<file path="config.mk">
export PLATFORM = sky130hd
export DESIGN_NAME = fp_rsp_arb
export DESIGN_NICKNAME = d
export VERILOG_FILES = /design/src/rtl/fp_rsp_arb_pkg.sv /design/src/rtl/fp_rsp_arb_rr_arbiter.sv /design/src/rtl/fp_rsp_arb.sv
export SDC_FILE = /design/constraint.sdc
export NUM_CORES = 1
export LEC_CHECK = 0
export BUFFER_PORTS_ARGS = -buffer_cell sky130_fd_sc_hd__buf_4
export CORE_ASPECT_RATIO = 0.9
export CORE_MARGIN = 8
export CORE_UTILIZATION = 42
export DETAILED_ROUTE_END_ITERATION = 8
export PLACE_DENSITY = 0.81
export SYNTH_ARGS = -nofsm -noshare
export SYNTH_HDL_FRONTEND = slang
export SYNTH_SLANG_ARGS = --single-unit
</file>
<file path="constraint.sdc">
create_clock -name clk -period 2.2 [get_ports clk]
set_input_delay 0.22 -clock clk [delete_from_list [all_inputs] [get_ports clk]]
set_output_delay 0.22 -clock clk [all_outputs]
set_load 0.02 [all_outputs]
</file>
<file path="src/rtl/fp_rsp_arb_pkg.sv">
// Shared FPU types for the response-merge stage: the exception flag
// layout and a helper to merge flag vectors.
package fp_rsp_arb_pkg;

  localparam int FFLAGS_BITS = 5;

  // Exception flags, MSB first: invalid, div-by-zero, overflow, underflow, inexact.
  typedef struct packed {
    logic nv;
    logic dz;
    logic of;
    logic uf;
    logic nx;
  } fflags_t;

  function automatic fflags_t fflags_merge(fflags_t a, fflags_t b);
    return fflags_t'(a | b);
  endfunction

endpackage

</file>
<file path="src/rtl/fp_rsp_arb_rr_arbiter.sv">
// Round-robin arbiter: picks the first asserted request at or after the
// pointer (wrapping) and moves the pointer past the winner on advance.
module fp_rsp_arb_rr_arbiter #(
  parameter int NUM_REQS = 4,
  parameter int IDXW     = $clog2(NUM_REQS)
) (
  input  logic                clk,
  input  logic                reset,
  input  logic [NUM_REQS-1:0] req,
  input  logic                advance,
  output logic [NUM_REQS-1:0] grant_oh,
  output logic [IDXW-1:0]     grant_idx,
  output logic                grant_vld
);

  logic [IDXW-1:0] ptr_q, ptr_d;
  int              cand;

  // Search from ptr upward, wrapping; the first hit wins.
  always_comb begin
    grant_idx = '0;
    grant_vld = 1'b0;
    cand      = 0;
    for (int i = 0; i < NUM_REQS; i++) begin
      cand = int'(ptr_q) + i;
      if (cand >= NUM_REQS) cand = cand - NUM_REQS;
      if (!grant_vld && req[cand]) begin
        grant_vld = 1'b1;
        grant_idx = IDXW'(cand);
      end
    end
    grant_oh = grant_vld ? (NUM_REQS'(1) << grant_idx) : '0;
  end

  // Pointer moves one past the winner only when its transfer happens.
  always_comb begin
    ptr_d = ptr_q;
    if (advance && grant_vld)
      ptr_d = (grant_idx == IDXW'(NUM_REQS - 1)) ? '0 : grant_idx + 1'b1;
  end

  // Pointer register.
  always_ff @(posedge clk or posedge reset) begin
    if (reset) ptr_q <= '0;
    else       ptr_q <= ptr_d;
  end

endmodule

</file>
<file path="src/rtl/fp_rsp_arb.sv">
// FPU response merge: round-robin over the execution cores into one
// registered stream, with lane flag reduction and a sticky flag register
// for the CSR unit.
module fp_rsp_arb
  import fp_rsp_arb_pkg::*;
#(
  parameter int NUM_CORES = 4,
  parameter int LANES     = 1,
  parameter int TAGW      = 1
) (
  input  logic                               clk,
  input  logic                               reset,
  input  logic [NUM_CORES-1:0]               valid_in,
  output logic [NUM_CORES-1:0]               ready_in,
  input  logic [NUM_CORES*TAGW-1:0]          tag_in,
  input  logic [NUM_CORES*LANES*32-1:0]      result_in,
  input  logic [NUM_CORES-1:0]               has_fflags_in,
  input  logic [NUM_CORES*LANES*FFLAGS_BITS-1:0] fflags_in,
  output logic                               valid_out,
  input  logic                               ready_out,
  output logic [TAGW-1:0]                    tag_out,
  output logic [LANES*32-1:0]                result_out,
  output logic                               has_fflags_out,
  output logic [FFLAGS_BITS-1:0]             fflags_out,
  input  logic                               clear_fflags,
  output logic [FFLAGS_BITS-1:0]             fflags_acc
);

  localparam int IDXW = $clog2(NUM_CORES);

  logic [NUM_CORES-1:0] grant_oh;
  logic [IDXW-1:0]      grant_idx;
  logic                 grant_vld;
  logic                 enable;

  logic [TAGW-1:0]      tag_arr    [NUM_CORES];
  logic [LANES*32-1:0]  result_arr [NUM_CORES];
  fflags_t              red_arr    [NUM_CORES];

  logic                 valid_out_q, valid_out_d;
  logic [TAGW-1:0]      tag_out_q, tag_out_d;
  logic [LANES*32-1:0]  result_out_q, result_out_d;
  logic                 has_fflags_q, has_fflags_d;
  fflags_t              fflags_out_q, fflags_out_d;
  fflags_t              fflags_acc_q, fflags_acc_d;

  // The output stage can take a new response whenever it is empty or draining.
  assign enable   = ~valid_out_q | ready_out;
  assign ready_in = grant_oh & {NUM_CORES{enable}};

  fp_rsp_arb_rr_arbiter #(
    .NUM_REQS (NUM_CORES),
    .IDXW     (IDXW)
  ) u_arb (
    .clk       (clk),
    .reset     (reset),
    .req       (valid_in),
    .advance   (enable),
    .grant_oh  (grant_oh),
    .grant_idx (grant_idx),
    .grant_vld (grant_vld)
  );

  // Unpack per-core payloads and reduce each core's lane flags up front so
  // the granted one is a single mux away from the register.
  always_comb begin
    for (int c = 0; c < NUM_CORES; c++) begin
      tag_arr[c]    = tag_in[c*TAGW +: TAGW];
      result_arr[c] = result_in[c*LANES*32 +: LANES*32];
      red_arr[c]    = '0;
      if (has_fflags_in[c])
        for (int l = 0; l < LANES; l++)
          red_arr[c] = fflags_merge(red_arr[c],
                         fflags_t'(fflags_in[(c*LANES+l)*FFLAGS_BITS +: FFLAGS_BITS]));
    end
  end

  // Output register next-state; payload only reloads when a core is granted.
  always_comb begin
    valid_out_d  = valid_out_q;
    tag_out_d    = tag_out_q;
    result_out_d = result_out_q;
    has_fflags_d = has_fflags_q;
    fflags_out_d = fflags_out_q;
    if (enable) begin
      valid_out_d = |valid_in;
      if (grant_vld) begin
        tag_out_d    = tag_arr[grant_idx];
        result_out_d = result_arr[grant_idx];
        has_fflags_d = has_fflags_in[grant_idx];
        fflags_out_d = red_arr[grant_idx];
      end
    end
  end

  // Sticky flags: a clear coinciding with an emit keeps the emitted flags.
  always_comb begin
    fflags_acc_d = clear_fflags ? fflags_t'('0) : fflags_acc_q;
    if (valid_out_q && ready_out)
      fflags_acc_d = fflags_merge(fflags_acc_d, fflags_out_q);
  end

  // Output and accumulator registers.
  always_ff @(posedge clk or posedge reset) begin
    if (reset) begin
      valid_out_q  <= 1'b0;
      tag_out_q    <= '0;
      result_out_q <= '0;
      has_fflags_q <= 1'b0;
      fflags_out_q <= '0;
      fflags_acc_q <= '0;
    end else begin
      valid_out_q  <= valid_out_d;
      tag_out_q    <= tag_out_d;
      result_out_q <= result_out_d;
      has_fflags_q <= has_fflags_d;
      fflags_out_q <= fflags_out_d;
      fflags_acc_q <= fflags_acc_d;
    end
  end

  assign valid_out      = valid_out_q;
  assign tag_out        = tag_out_q;
  assign result_out     = result_out_q;
  assign has_fflags_out = has_fflags_q;
  assign fflags_out     = fflags_out_q;
  assign fflags_acc     = fflags_acc_q;

endmodule

</file>
Yosys cells after proc, flatten, opt, wreduce, memory -nomap -nowiden
Cells that the tools add are included.
{"block": "word_totals", "inputBits": 164, "wordCells": 93, "output_inout_bits": 49, "reg_bits": 47}
{"block": "classes", "n_eq_ne": 1, "mux": 43, "order_cmp": 10, "n_addsub": 8, "n_bitwise": 5, "reduce_logical": 10, "n_shift": 1}
{"cell": "$mux W32", "n": 6}
{"cell": "$lt A32 B4 Y1 const B", "n": 4}
{"cell": "$ge A32 B4 Y1 const B", "n": 3}
{"cell": "$sub A32 B4 Y32 const B", "n": 3}
{"cell": "$bmux W32 S2", "n": 1}
{"cell": "$mux W5", "n": 8}
{"cell": "$mux W1", "n": 15}
{"cell": "$bmux W1 S2", "n": 6}
{"cell": "$bmux W5 S2", "n": 1}
{"cell": "$mux W2", "n": 5}
{"cell": "$add A2 B2 Y3 const B", "n": 2}
{"cell": "$logic_and A1 B1 Y1", "n": 5}
{"cell": "$or A5 B5 Y5", "n": 1}
{"cell": "$and A4 B4 Y4", "n": 1}
{"cell": "$mux W4", "n": 1}
{"cell": "$reduce_or A4 Y1", "n": 1}
{"cell": "$shl A1 B2 Y4 const A", "n": 1}
{"cell": "$sub A2 B3 Y4 const B", "n": 1}
{"cell": "$add A2 B1 Y3 const B", "n": 1}
{"cell": "$ge A2 B3 Y1 const B", "n": 1}
{"cell": "$ge A3 B3 Y1 const B", "n": 1}
{"cell": "$logic_not A1 Y1", "n": 3}
{"cell": "$lt A2 B3 Y1 const B", "n": 1}
{"cell": "$not A2 Y3", "n": 1}
{"cell": "5 further kinds", "n": 5}

Longest topological paths before layout
{"block": "depth", "ltp_word": 19, "mapped_depth": 9, "mapped_depth_nobuf": 7}

Cells and area by module
Synthesis repeated with hierarchy kept, for this count alone.
{"block": "unflattened", "hier_cells": 208, "area_unflattened_um2": 2965.3}
{"module": "fp_rsp_arb", "instances": 1, "seq_area_each_um2": 1126.1, "area_per_inst_um2": 2672.6, "cells_per_inst": 177}
{"module": "fp_rsp_arb_rr_arbiter", "instances": 1, "seq_area_each_um2": 50.0, "area_per_inst_um2": 292.8, "cells_per_inst": 31}

Worst setup path before layout
Ideal clock, no wire load.
{"block": "synth_path", "path_type": "reg2out", "startpoint": "reg valid_out_q, in the netlist valid_out", "endpoint": "out ready_in[2]", "path_buffers": 1, "arrival_ns": 1.791, "setup_slack_ns": 0.189, "required_ns": 1.980, "stages_incl_launch_ff": 6, "cell_sequence": "dfrtp_1 -> nor2b_1 -> nor2_1 -> clkbuf_1 -> o21ai_0 -> nor3_1"}
{"block": "synth_between", "elab_chain_cells": 3}
{"element": "start, declared", "line_no": "fp_rsp_arb.sv:40", "source": "logic valid_out_q, valid_out_d;"}
{"element": "start signal, assigned", "line_no": "fp_rsp_arb.sv:113", "source": "valid_out_q <= valid_out_d;"}
{"element": "$not A1 Y1", "line_no": "fp_rsp_arb.sv:48", "source": "assign enable = ~valid_out_q | ready_out;"}
{"element": "$or A1 B1 Y1", "line_no": "fp_rsp_arb.sv:48"}
{"element": "$and A4 B4 Y4", "line_no": "fp_rsp_arb.sv:49", "source": "assign ready_in = grant_oh & {NUM_CORES{enable}};"}
{"element": "end, declared", "line_no": "fp_rsp_arb.sv:14", "source": "output logic [NUM_CORES-1:0] ready_in,"}
No other way between the ends.

Final worst setup path
{"block": "layout_path", "startpoint": "reg u_arb.ptr_q[1]", "endpoint": "out ready_in[1]"}
{"block": "layout_between", "elab_chain_cells": 18, "elab_cells_between_ends": 44, "classes_between": "add/sub: 7; order compare: 4; shift: 1; mux: 25; bitwise: 1; reduce/logical: 6"}
{"element": "start, declared", "line_no": "fp_rsp_arb_rr_arbiter.sv:16", "source": "logic [IDXW-1:0] ptr_q, ptr_d;"}
{"element": "start signal, assigned", "line_no": "fp_rsp_arb_rr_arbiter.sv:45", "source": "else ptr_q <= ptr_d;"}
{"element": "branches (longest 16 deep; another with $sub A32 B4 Y32)"}
{"element": "$mux W4 (*)", "line_no": "fp_rsp_arb_rr_arbiter.sv:32", "source": "grant_oh = grant_vld ? (NUM_REQS'(1) << grant_idx) : '0;"}
{"element": "$and A4 B4 Y4 (*)", "line_no": "fp_rsp_arb.sv:49"}
Mark *: on every way between the ends. The select of a mux whose other input is x is not followed.

==> summary.txt <==
status = finished clean
Worst Hold Class = input pin to asynchronous set/reset pin
Post-Syn Instances = 339
Die H = 97.1 µm
Post-DP HPWL = 9490 µm
met3 usage = 0.0683
Antenna Violating Nets Remaining = 0
Place WS = 74.7 ps
Via Count = 3553
share of the synthesized area in the top cell type = 0.383
Final min period = 2160 ps
largest net degree at the start of global routing = 42
Max clock buf depth = 2
critical path, cell by cell = mux2i_1, o22a_1, nand2_4, buf_12, nor3_1, buf_4
RD Place Congestion = 0.803
worst-skew pair later-pin latency = 300 ps
Final #Nets = 713
area share of fa/ha/maj cells after synthesis = 0.00408
layout cells sized above 1 = 0.454
first-pass iteration count of the detailed router = 4
antenna violations before repair = 0
synth top area cells = dfrtp_1, a211oi_1, mux2i_1, and3_1, nor2_1
GRT Total Usage = 0.221
total CTS buffers = 5
post-synth top area cell = dfrtp_1
Syn Nets = 504
clk_skew = 4.29 ps
fmax = 464 MHz
mux cell area share after synthesis = 0.116
CTS Hold Bufs = 0
CTS tree = yes
worst slew pin tran = 1040 ps
syn avg cell area = 9.05 µm²
gr ovfl total = 0
post-DR vias/cell = 5.53
hold_ws = 0.511 ps
drt total wl = 12000 µm
Critical Path Slowest Stage Cell = dfrtp_2
Worst setup EP type = primary output
delay of the slowest critical-path stage = 440 ps
relative slew slack = 0.301
GR met1 Demand/Resource = 0.258
Design Area, Final = 0.00489 mm²
core area = 0.00708 mm²
setup repair after global routing missed its margin = true
final setup margin = 42.6 ps
xor/xnor share of the synthesized area = 0
commonest non-fill, non-tap cell in the layout = buf_4
worst path arrival time = 1940 ps
count of final setup violators = 0
Peak VDD IR = 0.513 mV
Crit path required time = 1980 ps
vias in the first global route = 3671
P_leak = 2.44 nW
die width = 106 µm
GRT met2 Usage = 0.377
port buffer count = 212
main combinational cell family by area after synthesis = compound AO/OA/AOI/OAI gates
FF+latch count, synth = 47
root buf cell = clkbuf_8
Startpoint Class = flip-flop
Layout area overhead = 59.4%
Reg clk slew, reported paths = 90 ps
Die ar. = 0.0103 mm²
Pwr Total = 0.00480 W
CP Max Fanout = 41
Initial Utilization = 0.434
wire per inst = 18.7 µm
Power Density = 982 mW/mm²
multi-input logic area = 0.00171 mm²
CTS Sinks = 47
Fillers = 580
First DRT Iteration DRCs = 161
first-pass GRT wire length = 18700 µm
Final Max Tran Viols = 0
CP top delay family = flip-flops
Max Cap Viol = 0
Core Util, Final = 0.691
# IOs = 213
H-tree level count = 2
DP Area = 0.00475 mm²
Cell Area, Synth = 0.00307 mm²
register area = 0.00118 mm²
Synth Area in Simple Gates = 0.176
synth warn = 0
DRC errors left = 0
Crit Path Category = flip-flop to primary output
post-synth cell types = 34
CP bufs+invs = 2
Most Used Layer, Global Route = met2
Synth Area in Compound Gates = 0.254
sequential area share after synthesis = 0.383
ANT cells = 0
Hold Violations, Final = 0
period utilization = 0.981
most frequent cells in the layout = buf_4, a211oi_1, dfrtp_1
FP Rows = 29
synth_stat cells:
cell and number:
o22a_1 1, a221oi_4 1, dfrtp_1 47, and3_1 33, clkbuf_1 12, nand2b_1 4
nor3_4 1, inv_1 8, nand2_1 20, a211oi_1 66, a21oi_1 14, o22ai_1 1
a21o_1 1, nor2b_1 2, mux2_4 1, o21ai_2 1, o221ai_1 5, buf_4 5
a221o_1 1, nor2_1 36, nor4_1 1, and2_1 1, nand3_1 6, mux2i_1 34
nand2_4 1, buf_6 4, o21ai_0 8, or2_1 1, nor3_1 2, buf_1 2
a31oi_1 10, ha_1 1, buf_2 7, inv_2 1
worst paths after layout:
check,start,end,slack [ps],cells after the start
max,u_arb.ptr_q[1],ready_in[1],40,6
min,reset,result_out[9],0.5,2
max reg2reg,u_arb.ptr_q[1],result_out[24],110,5
min reg2reg,fflags_acc[2],fflags_acc[2],530,2
max in group asynchronous,reset,result_out[4],1490,3
min in group clk,clear_fflags,fflags_acc[3],130,2
layer usage:
| layer | part of all wire | wire length, µm |
|---|---|---|
| met3 | 0.081 | 974 |
| met1 | 0.40 | 4780 |
| met4 | 0.017 | 202 |
| met5 | 0 | 0 |
| met2 | 0.50 | 6080 |
state kept, by name (all words and copies together) (netlist names):
register and flops:
fflags_acc 5, fflags_out 5, has_fflags_out 1, result_out 32
tag_out 1, u_arb.ptr_q 2, valid_out 1
what timing repair did:
action	CTS	global route
buffers inserted	2	2
cloned	0	0
pin swaps	2	3
endpoints found under the setup margin	2	12
resized for setup	0	3
cell type report:
type                    instances  area share
well taps                      93      0.0238
multi-input cells             253       0.349
clock buffers                   8      0.0205
repair buffers                232       0.359
flip-flops and latches         47       0.241
inverters                       9     0.00742
kinds of logic (layout without fill, tap and decap cells):
| group | after synthesis | after routing |
|---|---|---|
| flops | 47 | 47 |
| simple gates | 108 | 108 |
| compound gates | 109 | 109 |
| mux | 35 | 35 |
| buf+inv | 39 | 249 |
| fa+ha+maj | 1 | 1 |
through the flow:
step,setup TNS (ps),std cells
3_3_place_gp,0,630
2_1_floorplan,0,339
4_1_cts,-6.79,640
3_5_place_dp,0,630
6_report,0,642
5_1_grt,-155,642
power breakdown:
| part | total, W | internal [W] | switching [W] | leakage, nW |
|---|---|---|---|---|
| combinational | 0.00278 | 0.00125 | 0.00153 | 1.85 |
| sequential | 0.00144 | 0.00121 | 0.000228 | 0.543 |
| clock | 0.000586 | 0.000288 | 0.000298 | 0.0515 |
| total | 0.00480 | 0.00274 | 0.00206 | 2.44 |
(Power assumes the default switching activity.)
